[src/rtl/heap_pkg.sv]
// Shared definitions for the heap array read-out engine.
// Holds the sizing constants, the reader FSM state encoding, the element
// payload carried through the skid buffer and the area-base helper.
package heap_pkg;

  localparam int MEW     = 12;
  localparam int NArea   = 7;
  localparam int NArrays = 4;
  localparam int NHeap   = NArea * NArrays;

  typedef logic [MEW-1:0] addr_t;
  typedef logic [MEW-1:0] word_t;

  localparam word_t AREA_W   = word_t'(NArea);
  localparam word_t ARRAYS_W = word_t'(NArrays);

  typedef enum logic [2:0] {
    IDLE  = 3'd0,
    SIZE  = 3'd1,
    READ  = 3'd2,
    DRAIN = 3'd3,
    FREE  = 3'd4,
    DONE  = 3'd5
  } reader_state_t;

  typedef struct packed {
    word_t data;
    word_t index;
    logic  last;
  } elem_t;

  // First heap word of an array area; only meaningful for a checked handle.
  function automatic addr_t area_base(input word_t handle);
    addr_t prod;
    prod = handle * AREA_W;
    return prod;
  endfunction

endpackage

[src/rtl/heap_skid_buffer.sv]
// Two-entry valid/ready FIFO for streamed heap elements.
// The head entry drives the outputs directly from registers; the second
// entry absorbs a returning read while the consumer stalls.
// Ports:
//   clock, reset         clock and asynchronous active-low reset
//   in_valid/in_elem     element written this cycle (caller guarantees space)
//   out_valid/out_ready  consumer handshake
//   out_data/index/last  head element fields
//   free_slots           number of empty entries (0..2)
module heap_skid_buffer
  import heap_pkg::*;
(
  input  logic        clock,
  input  logic        reset,
  input  logic        in_valid,
  input  elem_t       in_elem,
  output logic        out_valid,
  input  logic        out_ready,
  output word_t       out_data,
  output word_t       out_index,
  output logic        out_last,
  output logic [1:0]  free_slots
);

  logic  hd_valid_r;
  logic  sk_valid_r;
  elem_t hd_r;
  elem_t sk_r;
  logic  pop_s;

  assign pop_s      = hd_valid_r && out_ready;
  assign out_valid  = hd_valid_r;
  assign out_data   = hd_r.data;
  assign out_index  = hd_r.index;
  assign out_last   = hd_r.last;
  assign free_slots = 2'd2 - {1'b0, hd_valid_r} - {1'b0, sk_valid_r};

  // Head/second entry update: pop shifts the second entry forward, push fills the first empty slot.
  always_ff @(posedge clock or negedge reset) begin
    if (!reset) begin
      hd_valid_r <= 1'b0;
      sk_valid_r <= 1'b0;
      hd_r       <= '{data: {MEW{1'b0}}, index: {MEW{1'b0}}, last: 1'b0};
      sk_r       <= '{data: {MEW{1'b0}}, index: {MEW{1'b0}}, last: 1'b0};
    end else if (pop_s) begin
      if (sk_valid_r) begin
        hd_r <= sk_r;
        if (in_valid) begin
          sk_r <= in_elem;
        end else begin
          sk_valid_r <= 1'b0;
        end
      end else if (in_valid) begin
        hd_r <= in_elem;
      end else begin
        hd_valid_r <= 1'b0;
      end
    end else if (in_valid) begin
      if (!hd_valid_r) begin
        hd_r       <= in_elem;
        hd_valid_r <= 1'b1;
      end else begin
        sk_r       <= in_elem;
        sk_valid_r <= 1'b1;
      end
    end else begin
      hd_valid_r <= hd_valid_r;
    end
  end

endmodule

[src/rtl/heap_array_reader.sv]
// Streams elements 0..size-1 of one heap array area over a valid/ready
// channel and optionally releases the handle afterwards.
// Ports:
//   clock, reset             clock and asynchronous active-low reset
//   req_valid/ready/array/free  request channel (ready only in IDLE)
//   sz_array/sz_data         arraySizes lookup, combinational
//   mem_rd_en/addr/data      heap read port, data one cycle after enable
//   out_valid/ready/data/index/last  element stream
//   free_valid/free_array    one-cycle release pulse
//   done/err                 one-cycle completion pulse, err for bad handle or clamp
module heap_array_reader
  import heap_pkg::*;
(
  input  logic           clock,
  input  logic           reset,
  input  logic           req_valid,
  output logic           req_ready,
  input  logic [MEW-1:0] req_array,
  input  logic           req_free,
  output logic [MEW-1:0] sz_array,
  input  logic [MEW-1:0] sz_data,
  output logic           mem_rd_en,
  output logic [MEW-1:0] mem_rd_addr,
  input  logic [MEW-1:0] mem_rd_data,
  output logic           out_valid,
  input  logic           out_ready,
  output logic [MEW-1:0] out_data,
  output logic [MEW-1:0] out_index,
  output logic           out_last,
  output logic           free_valid,
  output logic [MEW-1:0] free_array,
  output logic           done,
  output logic           err
);

  reader_state_t state_r, state_n;
  word_t array_r, size_r, idx_r, tag_idx_r, free_array_r;
  addr_t base_r;
  logic  free_req_r, err_flag_r, inflight_r, tag_last_r;
  logic  done_r, err_r, free_valid_r;
  logic  issue_s, pop_s, can_issue_s, last_idx_s, bad_handle_s;
  logic  [1:0] free_slots_s;
  logic  [2:0] free_eff_s;
  elem_t in_elem_s;

  assign req_ready    = (state_r == IDLE);
  assign mem_rd_en    = issue_s;
  assign free_valid   = free_valid_r;
  assign free_array   = free_array_r;
  assign done         = done_r;
  assign err          = err_r;
  assign bad_handle_s = (array_r >= ARRAYS_W);
  assign last_idx_s   = (idx_r == (size_r - word_t'(1)));
  assign pop_s        = out_valid && out_ready;
  // A slot emptied by this cycle's pop counts as free, which keeps one element per cycle flowing.
  assign free_eff_s   = {1'b0, free_slots_s} + {2'b00, pop_s};
  assign can_issue_s  = (free_eff_s > {2'b00, inflight_r});
  assign in_elem_s    = '{data: mem_rd_data, index: tag_idx_r, last: tag_last_r};

  // Next-state logic and combinational memory/size lookups.
  always_comb begin
    state_n     = state_r;
    issue_s     = 1'b0;
    sz_array    = {MEW{1'b0}};
    mem_rd_addr = {MEW{1'b0}};
    case (state_r)
      IDLE: begin
        if (req_valid) state_n = SIZE;
        else           state_n = IDLE;
      end
      SIZE: begin
        sz_array = array_r;
        if (bad_handle_s)            state_n = DONE;
        else if (sz_data == {MEW{1'b0}}) state_n = free_req_r ? FREE : DONE;
        else                         state_n = READ;
      end
      READ: begin
        if (can_issue_s) begin
          issue_s     = 1'b1;
          mem_rd_addr = base_r + idx_r;
          state_n     = last_idx_s ? DRAIN : READ;
        end else begin
          state_n = READ;
        end
      end
      DRAIN: begin
        if (!inflight_r && (free_slots_s == 2'd2)) state_n = free_req_r ? FREE : DONE;
        else                                       state_n = DRAIN;
      end
      FREE:    state_n = DONE;
      DONE:    state_n = IDLE;
      default: state_n = IDLE;
    endcase
  end

  // State register, request latches, size capture and read index tracking.
  always_ff @(posedge clock or negedge reset) begin
    if (!reset) begin
      state_r    <= IDLE;
      array_r    <= {MEW{1'b0}};
      free_req_r <= 1'b0;
      size_r     <= {MEW{1'b0}};
      base_r     <= {MEW{1'b0}};
      idx_r      <= {MEW{1'b0}};
      err_flag_r <= 1'b0;
      inflight_r <= 1'b0;
      tag_idx_r  <= {MEW{1'b0}};
      tag_last_r <= 1'b0;
    end else begin
      state_r    <= state_n;
      inflight_r <= issue_s;
      if (issue_s) begin
        idx_r      <= idx_r + word_t'(1);
        tag_idx_r  <= idx_r;
        tag_last_r <= last_idx_s;
      end
      case (state_r)
        IDLE: begin
          if (req_valid) begin
            array_r    <= req_array;
            free_req_r <= req_free;
            err_flag_r <= 1'b0;
            idx_r      <= {MEW{1'b0}};
          end
        end
        SIZE: begin
          base_r <= area_base(array_r);
          if (bad_handle_s) begin
            err_flag_r <= 1'b1;
          end else if (sz_data > AREA_W) begin
            size_r     <= AREA_W;
            err_flag_r <= 1'b1;
          end else begin
            size_r <= sz_data;
          end
        end
        default: begin
        end
      endcase
    end
  end

  // Registered completion and release pulses.
  always_ff @(posedge clock or negedge reset) begin
    if (!reset) begin
      done_r       <= 1'b0;
      err_r        <= 1'b0;
      free_valid_r <= 1'b0;
      free_array_r <= {MEW{1'b0}};
    end else begin
      done_r       <= (state_r == DONE);
      err_r        <= (state_r == DONE) && err_flag_r;
      free_valid_r <= (state_r == FREE);
      if (state_r == FREE) free_array_r <= array_r;
      else                 free_array_r <= free_array_r;
    end
  end

  heap_skid_buffer u_skid (
    .clock      (clock),
    .reset      (reset),
    .in_valid   (inflight_r),
    .in_elem    (in_elem_s),
    .out_valid  (out_valid),
    .out_ready  (out_ready),
    .out_data   (out_data),
    .out_index  (out_index),
    .out_last   (out_last),
    .free_slots (free_slots_s)
  );

endmodule

[config.mk]
export PLATFORM = sky130hd
export DESIGN_NAME = heap_array_reader
export DESIGN_NICKNAME = d
export VERILOG_FILES = /design/src/rtl/heap_pkg.sv /design/src/rtl/heap_skid_buffer.sv /design/src/rtl/heap_array_reader.sv
export SDC_FILE = /design/constraint.sdc
export NUM_CORES = 1
export LEC_CHECK = 0
export BUFFER_PORTS_ARGS = -buffer_cell sky130_fd_sc_hd__buf_2
export CORE_MARGIN = 10
export CORE_UTILIZATION = 57
export CTS_CLUSTER_DIAMETER = 60
export DETAILED_ROUTE_END_ITERATION = 10
export GPL_TIMING_DRIVEN = 0
export PLACE_DENSITY = 0.8
export SYNTH_ARGS = -nofsm -noshare
export SYNTH_HDL_FRONTEND = slang
export SYNTH_SLANG_ARGS = --single-unit
[constraint.sdc]
create_clock -name clock -period 3.1 [get_ports clock]
set_input_delay 0.31 -clock clock [delete_from_list [all_inputs] [get_ports clock]]
set_output_delay 0.31 -clock clock [all_outputs]
set_load 0.01 [all_outputs]
==> key figures, run 1 <==
Run status
  • Outcome: finished clean

Yosys
  • #FFs+latches synth: 134
  • Synthesized area: about 0.007 mm^2
  • Top_reg_cell synth: dfrtp_1
  • Seq/Total Area, Yosys: between 40 and 50%
  • Gate Count Post-Synth: 691
  • Mapped Nets: around 780
  • Post-synth ARST share: between 90% and 100%
  • Count of different cell masters after synthesis: 57
  • EDFF count, synth: 0
  • Synth Area per Inst: 10.3 um^2
  • Ys Warns: 0

Drt
  • Post-route DRC: 0
  • First drt pass iteration count: 7
  • Routed len/inst: 17.1 um
  • Via/cell ratio: about 5.5
  • DR iter-0 viols: between 200 and 300
  • Post-Route WL: between 15,000 and 20,000 um
  • Routed vias: 5,570
  • ANT nets after route: 0

STA
  • Fin. Hold Viols: 0
  • Tmin final: 3030 ps
  • Final setup fails: 0
  • Max Clock Skew: ~10 ps
  • Worst-Margin Slew: ~830 ps
  • Post-Route Setup TNS: 0 ps
  • Slew HR: 43.7%
  • Fmax: about 0.33 GHz
  • Final slew viol count: 0
  • Hold Slack: ~88 ps
  • Post-route clock period utilization: 97.6%

Worst setup path
  • Critical path required time: between 2000 and 3000 ps
  • CP cell instances: nand2_4 -> fa_1 -> ha_1 -> nor2b_4 -> o21ai_4 -> nand3_4 -> buf_6 -> buf_12 -> nor2_1 -> buf_2
  • Worst EP arrival: between 2000 and 3000 ps
  • Crit start category: register
  • Worst stage delay on the critical path: ~500 ps
  • Worst Path Max Fanout: 10
  • Critical path class: reg -> out
  • Slowest cell on crit path: fa_1
  • Setup crit end kind: output pin

Job
  • MaxCap Viol Count: 0

Pwr
  • Leakage: between 4 and 5 nW
  • Power per cell area: 932 mW/mm^2
  • Maximum vdd drop: ~0.81 mV

Floorplanning
  • Starting density of the core: 58.8%
  • Core area: approximately 0.012 mm^2
  • Die X: between 100 and 150 um
  • Die H: roughly 130 um
  • Die area: 0.0174 mm^2
  • IO Pins: around 110
  • Row count: 40

Final layout
  • Design Area, Final: between 0.008 and 0.009 mm^2
  • Ant diodes: 0
  • Nets: just over 900
  • Ratio of cells with drive above 1 in the final layout: 26.7%
  • Area Overhead vs Synth: 22.1%

Placement
  • HPWL after detailed placement: roughly 13,000 um
  • Routability cong.: 0.865
  • Dpl cell area: between 0.007 and 0.008 mm^2
  • PortBufs: around 110

Clock network
  • Clock Sinks: 134
  • CTS tree: done
  • Clock buffer depth: 2
  • Clock transition at path regs: roughly 60 ps
  • CTS Root Cell: clkbuf_16
  • H-tree depth: 4
  • Skew-Pair Late Insertion Delay: about 430 ps
  • Num CTS Buffers: 17

GRT
  • Grt total ovfl: 0
  • First-pass GRT wire length: 28,700 um
  • Vias in the first global route: just under 6,000
  • Total GRT Usage: 20.0%
  • Initial antenna violation count: 0
  • Largest net degree at the start of global routing: 83

Hold path
  • Tightest Hold Check Type: in -> reg
power by group:
| group | internal [mW] | switching [mW] |
|---|---|---|
| sequential | 2.19 | 0.399 |
| combinational | 1.56 | 2.00 |
| clock | 1.21 | 0.746 |
final cells by class:
class | instances | area, um^2
Buffer | 30 | 169
Fill cell | 880 | 3420
Clock buffer | 22 | 454
Inverter | 27 | 104
Multi-Input combinational cell | 500 | 3610
Sequential cell | 134 | 3360
Timing Repair Buffer | 119 | 666
Clock inverter | 10 | 125
Tap cell | 168 | 210
registers in the layout, indices dropped and copies added, names as in the netlist, 3 cells and up:
name / flops
u_skid.sk_r: 25
array_r: 12
base_r: 12
free_array: 12
idx_r: 12
size_r: 12
tag_idx_r: 12
u_skid.out_data: 12
u_skid.out_index: 12
state_r: 3
final timing paths:
path                                     start  slack [ps]  cells after the start                   to
max                           u_skid.out_valid          70                     10       mem_rd_addr[8]
min                               req_array[6]          90                      3           array_r[6]
max reg2reg                   u_skid.out_valid         330                     11             idx_r[7]
min reg2reg                u_skid.out_data[11]         470                      2  u_skid.out_data[11]
max in group asynchronous                reset        1920                      3             idx_r[0]
min in group asynchronous                reset         390                      2   u_skid.out_data[3]
per-stage QoR:
stage	instances	util [%]	power [mW]	worst slack, ps
after floorplan	691	-	4.93	516
after detailed placement	967	65.2	5.99	51.6
after global routing	1010	71.8	8.74	-2.17
after global placement	966	65.0	5.75	66.0
after CTS	1003	70.6	8.03	2.71
final	1010	71.8	8.10	74.9
synthesized netlist by cell type (all sizes together) (4+ instances only):
cell type | instances | area share [%]
ha | 35 | 6.1
o21ai | 65 | 4.6
clkbuf | 12 | 0.63
mux2i | 28 | 3.9
mux2 | 40 | 6.3
dfrtp | 134 | 47
nand3 | 9 | 0.63
nor2b | 6 | 0.53
xor2 | 26 | 3.3
inv | 27 | 1.4
xnor2 | 19 | 2.3
and3 | 4 | 0.35
nand4 | 9 | 0.88
a21o | 4 | 0.42
a21oi | 15 | 1.1
and2 | 15 | 1.3
nor2 | 50 | 2.7
fa | 12 | 3.4
nor4 | 6 | 0.74
nor3 | 11 | 0.77
nor3b | 4 | 0.42
buf | 18 | 1.2
nand2 | 107 | 5.6
logic make-up (layout without fill, tap and decap cells):
family,count (synthesis),count (layout),share of synthesized area (%)
buffers and inverters,57,208,3.30
xor gates and xnor gates,45,45,5.64
AOI/OAI and AO/OA,108,108,9.05
adders and majority gates,47,47,9.52
DFF,134,134,47.1
muxes,68,68,10.3
and+or+nand+nor,232,232,15.1
placed cells by master, fill, tap and decap left out, types with 10 or more instances in the layout:
master,n
xnor2_1,19
dfrtp_1,132
o21ai_0,61
xor2_1,25
a21oi_1,15
fa_1,11
nand2_1,106
clkbuf_16,17
nor3_1,10
mux2_2,37
buf_2,114
and2_1,14
mux2i_1,28
buf_4,13
ha_1,35
clkbuf_1,16
inv_1,25
nor2_1,43
layer usage:
| metal | global-route usage, % | vias to the layer above | routed length (um) |
|---|---|---|---|
| li1 | - | 2644 | - |
| met1 | 22.7 | 2668 | 7040 |
| met2 | 34.2 | 216 | 8550 |
| met3 | 6.40 | 42 | 1200 |
| met4 | 8.47 | 0 | 469 |
| met5 | 0 | - | 0 |
repair_timing:
action,CTS,global route
setup endpoints to repair,13,13
gates cloned,0,1
hold buffers,1,0
buffers inserted,3,6
hold endpoints to repair,52,0
pin swaps,2,7
resized for setup,14,25
worst max-delay path: cells and delay by family, from the launching register on:
kind / cells / cell delay, ps
fa+ha+maj: 2 / 820
flops: 1 / 410
buf+inv: 3 / 440
compound gates: 1 / 190
simple gates: 4 / 430
No activity file was read; power rests on OpenSTA's default activity.
==> inputs of run 2 (changes only) <==
--- a/config.mk
+++ b/config.mk
@@ -5,13 +5,14 @@
 export SDC_FILE = /design/constraint.sdc
 export NUM_CORES = 1
 export LEC_CHECK = 0
+export ABC_AREA = 1
 export BUFFER_PORTS_ARGS = -buffer_cell sky130_fd_sc_hd__buf_2
 export CORE_MARGIN = 10
-export CORE_UTILIZATION = 57
+export CORE_UTILIZATION = 58
 export CTS_CLUSTER_DIAMETER = 60
 export DETAILED_ROUTE_END_ITERATION = 10
 export GPL_TIMING_DRIVEN = 0
-export PLACE_DENSITY = 0.8
+export PLACE_DENSITY = 0.81
 export SYNTH_ARGS = -nofsm -noshare
 export SYNTH_HDL_FRONTEND = slang
 export SYNTH_SLANG_ARGS = --single-unit
==> key figures, run 2 <==
Run status
  • Outcome: finished clean

STA
  • Fmax: between 0.3 and 0.4 GHz
  • Setup ws final: about 97 ps
  • Fin. Hold Viols: 0
  • Worst-Margin Slew: 507 ps
  • Post-route clock period utilization: between 90% and 100%
  • Final slew viol count: 0
  • Slew HR: about two thirds
  • RSZ-0062 raised after global routing: yes
  • Max Clock Skew: roughly 7.5 ps
  • Tmin final: approximately 3000 ps
  • Final setup fails: 0

GRT
  • Largest net degree at the start of global routing: 95
  • Initial antenna violation count: 0
  • Total GRT Usage: 20.6%
  • Grt total ovfl: 0
  • Vias in the first global route: about 6,300
  • First-pass GRT wire length: about 30,000 um

Yosys
  • Mapped Nets: between 900 and 1,000
  • Synth Area per Inst: 8.26 um^2
  • Top_reg_cell synth: dfrtp_1
  • Most frequent cells after synthesis: 224 x nand2_1, 134 x dfrtp_1, 94 x nor2_1
  • Mux contribution to synthesized area: ~2%
  • Seq/Total Area, Yosys: between 40% and 50%
  • Ys Warns: 0
  • Largest family of logic cells by synthesized area: simple AND/OR/NAND/NOR gates
  • Count of different cell masters after synthesis: 39
  • Cell with the most instances after synthesis: nand2_1
  • Simple-Gate Fraction of Synth Area: roughly a quarter
  • Synthesized area: approximately 0.0074 mm^2
  • Gate Count Post-Synth: ~900
  • #FFs+latches synth: 134
  • Compound-gate portion of the synthesized area: between 10 and 15%
  • Area contributors post-synth: dfrtp_1 45%, nand2_1 11%, ha_1 5.9%, o21ai_0 4.9%, nor2_1 4.8%
  • Post-synth ARST share: 100%
  • Synth Area in XOR/XNOR: under 10%
  • Synth Area in Adders: 9.18%
  • Post-synth top area share: between 40% and 50%
  • Yosys top cell by area: dfrtp_1
  • EDFF count, synth: 0

Clock network
  • Num CTS Buffers: 17
  • Clock transition at path regs: around 60 ps
  • CTS Root Cell: clkbuf_16
  • Skew-Pair Late Insertion Delay: 420 ps
  • Clock Sinks: approximately 130
  • H-tree depth: 4
  • CTS tree: done
  • Clock buffer depth: 2

Worst setup path
  • Worst EP arrival: around 2700 ps
  • Worst Path Max Fanout: 4
  • Setup crit end kind: output pin
  • Critical path class: reg -> out
  • Critical path required time: 2790 ps
  • Crit start category: register

Drt
  • Via/cell ratio: approximately 5.3
  • DR iter-0 viols: approximately 470
  • Post-Route WL: 18,100 um
  • First drt pass iteration count: 5
  • ANT nets after route: 0
  • Routed len/inst: around 15 um
  • Post-route DRC: 0
  • Routed vias: between 6,000 and 7,000

Floorplanning
  • Die H: 133 um
  • IO Pins: about 110
  • Starting density of the core: around three fifths
  • Die area: 0.0176 mm^2
  • Row count: between 40 and 50
  • Die X: approximately 130 um
  • Core area: around 0.013 mm^2

Placement
  • Post-place setup slack: a little over 200 ps
  • Routability cong.: between 0.8 and 0.9
  • PortBufs: between 100 and 150
  • HPWL after detailed placement: around 13,000 um

Job
  • MaxCap Viol Count: 0

Final layout
  • Commonest non-fill, non-tap cells in the layout: 223 x nand2_1, 133 x dfrtp_1, 115 x buf_2, 94 x nor2_1, 88 x inv_1
  • Ratio of cells with drive above 1 in the final layout: a little under a fifth
  • Ant diodes: 0
  • Nets: about 1,100
  • # fillers: between 900 and 1,000
  • Top reg by flops: u_skid.sk_r
  • Most common cell after layout, fill and taps aside: nand2_1
  • Max FFs per register: 25
  • Register area: roughly 0.0034 mm^2
  • Multi-input logic area: approximately 0.0035 mm^2
  • Area Overhead vs Synth: 19.4%

Pwr
  • Maximum vdd drop: around 0.83 mV
  • Total power: 8.56 mW
  • Power per cell area: just under 1000 mW/mm^2
  • Leakage: about 4.5 nW

Hold path
  • Tightest Hold Check Type: in -> reg
-- run 2: cell types whose count changed in the layout (fill, tap and decap cells not counted), moves of 13 or more --
| cell | previous run | this run |
|---|---|---|
| mux2i_1 | 28 | 0 |
| xor2_1 | 25 | 7 |
| and2_1 | 14 | 1 |
| nand2_1 | 106 | 223 |
| inv_1 | 25 | 88 |
| a21oi_1 | 15 | 34 |
| nor2_1 | 43 | 94 |
| a31oi_1 | 3 | 26 |
| mux2_2 | 37 | 13 |
| nand3_1 | 8 | 60 |
-- run 2: layout make-up --
cell class                      instances  share of cell area, %
Tap cell                              172                   2.44
Clock buffer                           21                   5.33
Timing Repair Buffer                  117                   7.25
Sequential cell                       134                   38.0
Inverter                               93                   4.00
Clock inverter                         11                   1.15
Multi-Input combinational cell        637                   40.2
Buffer                                 29                   1.57
-- run 2: stage by stage --
stage / cell area [um^2] / instances / setup TNS, ps / hold WS (ps) / utilization, %
4_1_cts: 8760 / 1208 / 0 / 89.3 / 69.7
6_report: 8820 / 1214 / 0 / 92.7 / 70.2
3_5_place_dp: 8170 / 1174 / 0 / 241 / 65.0
2_1_floorplan: 7380 / 894 / 0 / 14.4 / -
5_1_grt: 8820 / 1214 / -18.7 / 89.9 / 70.2
3_3_place_gp: 8140 / 1173 / -5940 / 461 / 64.7
-- run 2: worst max-delay path, stage by stage (launching register included) --
cell and delay (ps):
dfrtp_2 440, nand2_2 110, fa_1 420, ha_1 280, nand2_1 90, o21ai_2 80
nor2_4 180, clkinvlp_4 180, buf_4 170, nor2_1 160, buf_2 170
-- run 2: repair_timing --
item,in CTS,in global routing
setup buffers,2,6
hold buffers,1,0
gates resized for setup,1,4
pin swaps,1,1
hold endpoints to repair,40,0
endpoints found under the setup margin,13,11
-- run 2: routing by layer --
metal / up-vias / share of wire (%) / global-route usage, %
met1: 3023 / 43 / 24.7
met4: 0 / 2.5 / 8.25
met5: - / 0 / 0
li1: 3183 / - / -
met3: 32 / 7.8 / 6.85
met2: 227 / 47 / 33.3
-- run 2: path summary, 6_finish.rpt --
kind / startpoint / endpoint / slack [ps] / cells after the start
setup / recovery: u_skid.out_valid / mem_rd_addr[1] / 100 / 10
hold / removal: req_array[1] / array_r[1] / 90 / 3
setup reg to reg: array_r[2] / base_r[8] / 590 / 13
hold reg to reg: base_r[2] / base_r[2] / 480 / 2
max in group asynchronous: reset / state_r[2] / 1970 / 3
min in group asynchronous: reset / u_skid.out_data[7] / 360 / 2
-- run 2: where the power goes --
group | internal, mW | switching [mW] | leakage [nW] | total (mW)
clock | 1.16 | 0.764 | 0.271 | 1.93
sequential | 2.29 | 0.409 | 1.71 | 2.69
combinational | 1.51 | 2.43 | 2.51 | 3.94
total | 4.96 | 3.61 | 4.49 | 8.56
-- run 2: logic make-up after synthesis --
| kind of cell | Yosys count |
|---|---|
| AO/OA/AOI/OAI | 151 |
| XOR/XNOR | 16 |
| adder cells (fa/ha/maj) | 47 |
| buffers and inverters | 123 |
| flip-flops | 134 |
| multiplexers | 13 |
| AND/OR/NAND/NOR | 410 |
==> inputs of run 3 (changes only) <==
--- a/config.mk
+++ b/config.mk
@@ -8,11 +8,11 @@
 export ABC_AREA = 1
 export BUFFER_PORTS_ARGS = -buffer_cell sky130_fd_sc_hd__buf_2
 export CORE_MARGIN = 10
-export CORE_UTILIZATION = 58
+export CORE_UTILIZATION = 52
 export CTS_CLUSTER_DIAMETER = 60
 export DETAILED_ROUTE_END_ITERATION = 10
 export GPL_TIMING_DRIVEN = 0
-export PLACE_DENSITY = 0.81
+export PLACE_DENSITY = 0.77
 export SYNTH_ARGS = -nofsm -noshare
 export SYNTH_HDL_FRONTEND = slang
 export SYNTH_SLANG_ARGS = --single-unit
==> constraint.sdc (replaced) <==
create_clock -name clock -period 2.75 [get_ports clock]
set_input_delay 0.275 -clock clock [delete_from_list [all_inputs] [get_ports clock]]
set_output_delay 0.275 -clock clock [all_outputs]
set_load 0.01 [all_outputs]
==> key figures, run 3 (same netlist as run 2, synthesis figures left out) <==
Floorplanning
  • Die area: between 0.015 and 0.02 mm^2
  • Core area: 0.0139 mm^2
  • Die X: 139 um
  • Die H: between 100 and 150 um
  • IO Pins: 108
  • Starting density of the core: 53.2%
  • Row count: 43

Final layout
  • Most common cell after layout, fill and taps aside: nand2_1
  • Max FFs per register: 25
  • # fillers: 1,188
  • Final Non-Filler Cells: ~1,200
  • Top reg by flops: u_skid.sk_r
  • Utilization after layout: 64.1%
  • Area Overhead vs Synth: 20.6%
  • Design Area, Final: just under 0.009 mm^2
  • Ratio of cells with drive above 1 in the final layout: a little under a fifth
  • Commonest non-fill, non-tap cells in the layout: 223 x nand2_1, 133 x dfrtp_1, 113 x buf_2, 93 x nor2_1, 88 x inv_1
  • Nets: 1,115
  • Ant diodes: 0

Clock network
  • Clock buffer depth: 2
  • CTS tree: done
  • H-tree depth: 4
  • CTS Root Cell: clkbuf_16
  • Clock Sinks: 134
  • Skew-Pair Late Insertion Delay: ~430 ps
  • Num CTS Buffers: 17
  • Clock transition at path regs: ~60 ps

Worst setup path
  • Worst EP arrival: approximately 2500 ps
  • Critical path class: reg -> out
  • Crit start category: register
  • Critical path required time: roughly 2500 ps
  • Worst Path Max Fanout: 6
  • Setup crit end kind: output pin

GRT
  • Largest net degree at the start of global routing: 85
  • Total GRT Usage: 18.8%
  • First-pass GRT wire length: just over 30,000 um
  • Grt total ovfl: 0
  • Vias in the first global route: 6,432
  • Initial antenna violation count: 0

Job
  • MaxCap Viol Count: 0

STA
  • Max Clock Skew: ~8.3 ps
  • Setup ws final: -66.7 ps
  • Slew HR: roughly two thirds
  • Worst-Margin Slew: approximately 520 ps
  • Final setup fails: 9
  • Final slew viol count: 0
  • Fin. Hold Viols: 0
  • Post-route clock period utilization: 102%
  • Fmax: about 0.36 GHz
  • RSZ-0062 raised after global routing: yes
  • Hold Slack: 52.3 ps
  • Tmin final: 2820 ps

Pwr
  • Maximum vdd drop: between 0.8 and 0.9 mV
  • Power per cell area: 1100 mW/mm^2
  • Leakage: around 4.5 nW

Drt
  • First drt pass iteration count: 5
  • DR iter-0 viols: about 380
  • Post-route DRC: 0
  • Routed len/inst: 14.8 um
  • Via/cell ratio: between 5 and 6
  • Routed vias: between 6,000 and 7,000
  • ANT nets after route: 0
  • Post-Route WL: around 18,000 um

Run status
  • Outcome: finished, violations left
  • Failing checks: negative setup slack

Placement
  • Post-place setup slack: -144 ps
  • Routability cong.: between 0.8 and 0.9
  • Inst Count DP: about 1,200
  • HPWL after detailed placement: between 10,000 and 15,000 um
  • Dpl cell area: ~0.008 mm^2
  • PortBufs: 107

Hold path
  • Tightest Hold Check Type: in -> reg
## run 3: cell types whose count changed in the layout (fill, tap and decap cells not counted), sizes merged
cell and change:
bufinv +3, clkinv -3, buf -2, clkinvlp -2, inv +2
## run 3: metrics by stage
stage / setup TNS, ps / power, mW
after global placement: -51160 / 7.25
after detailed placement: -995 / 7.38
after floorplan: 0 / 6.12
after CTS: -867 / 9.86
final: -249 / 9.83
after global routing: -1240 / 10.7
## run 3: repair_timing
item,CTS,global route
setup buffers,5,1
gates resized for setup,6,12
pin swaps,2,1
endpoints found under the hold margin,50,0
endpoints found under the setup margin,13,13
hold buffers,1,0
## run 3: area by class of cell
| type | count | area (um^2) | share of cell area [%] |
|---|---|---|---|
| multi-input combinational | 637 | 3570 | 40.1 |
| sequential | 134 | 3350 | 37.7 |
| timing repair buffer | 115 | 627 | 7.04 |
| clock buffer | 21 | 450 | 5.06 |
| inverter | 93 | 349 | 3.92 |
| tap | 180 | 225 | 2.53 |
| clock inverter | 11 | 174 | 1.95 |
| buffer | 29 | 149 | 1.67 |
## run 3: critical path, stage by stage (launching register included)
cell and delay [ps]:
dfrtp_2 450, nand2_2 90, fa_1 420, ha_1 280, nand2_1 80, o21ai_2 80, nor2_4 140, buf_6 140
buf_6 110, o21ai_1 60, a21oi_1 120, buf_4 160
## run 3: metal layers
layer	global-route usage, %	part of all wire, %	vias up
li1	-	-	3178
met1	23.7	45	2951
met2	29.6	46	203
met3	6.23	7.3	31
met4	6.59	2.0	0
met5	0	0	-
## run 3: power by group
part | total [mW] | internal (mW) | switching [mW]
combinational | 4.37 | 1.70 | 2.68
sequential | 3.05 | 2.58 | 0.473
clock | 2.41 | 1.54 | 0.864
## run 3: final timing paths
kind	startpoint	end	slack, ps	cells past startpoint
setup / recovery	u_skid.out_valid	mem_rd_addr[5]	-70	11
hold / removal	req_array[9]	array_r[9]	50	3
setup reg to reg	array_r[2]	base_r[8]	280	13
hold reg to reg	base_r[2]	base_r[2]	480	2
max in group asynchronous	reset	err	1620	3
min in group asynchronous	reset	u_skid.sk_r[22]	350	2
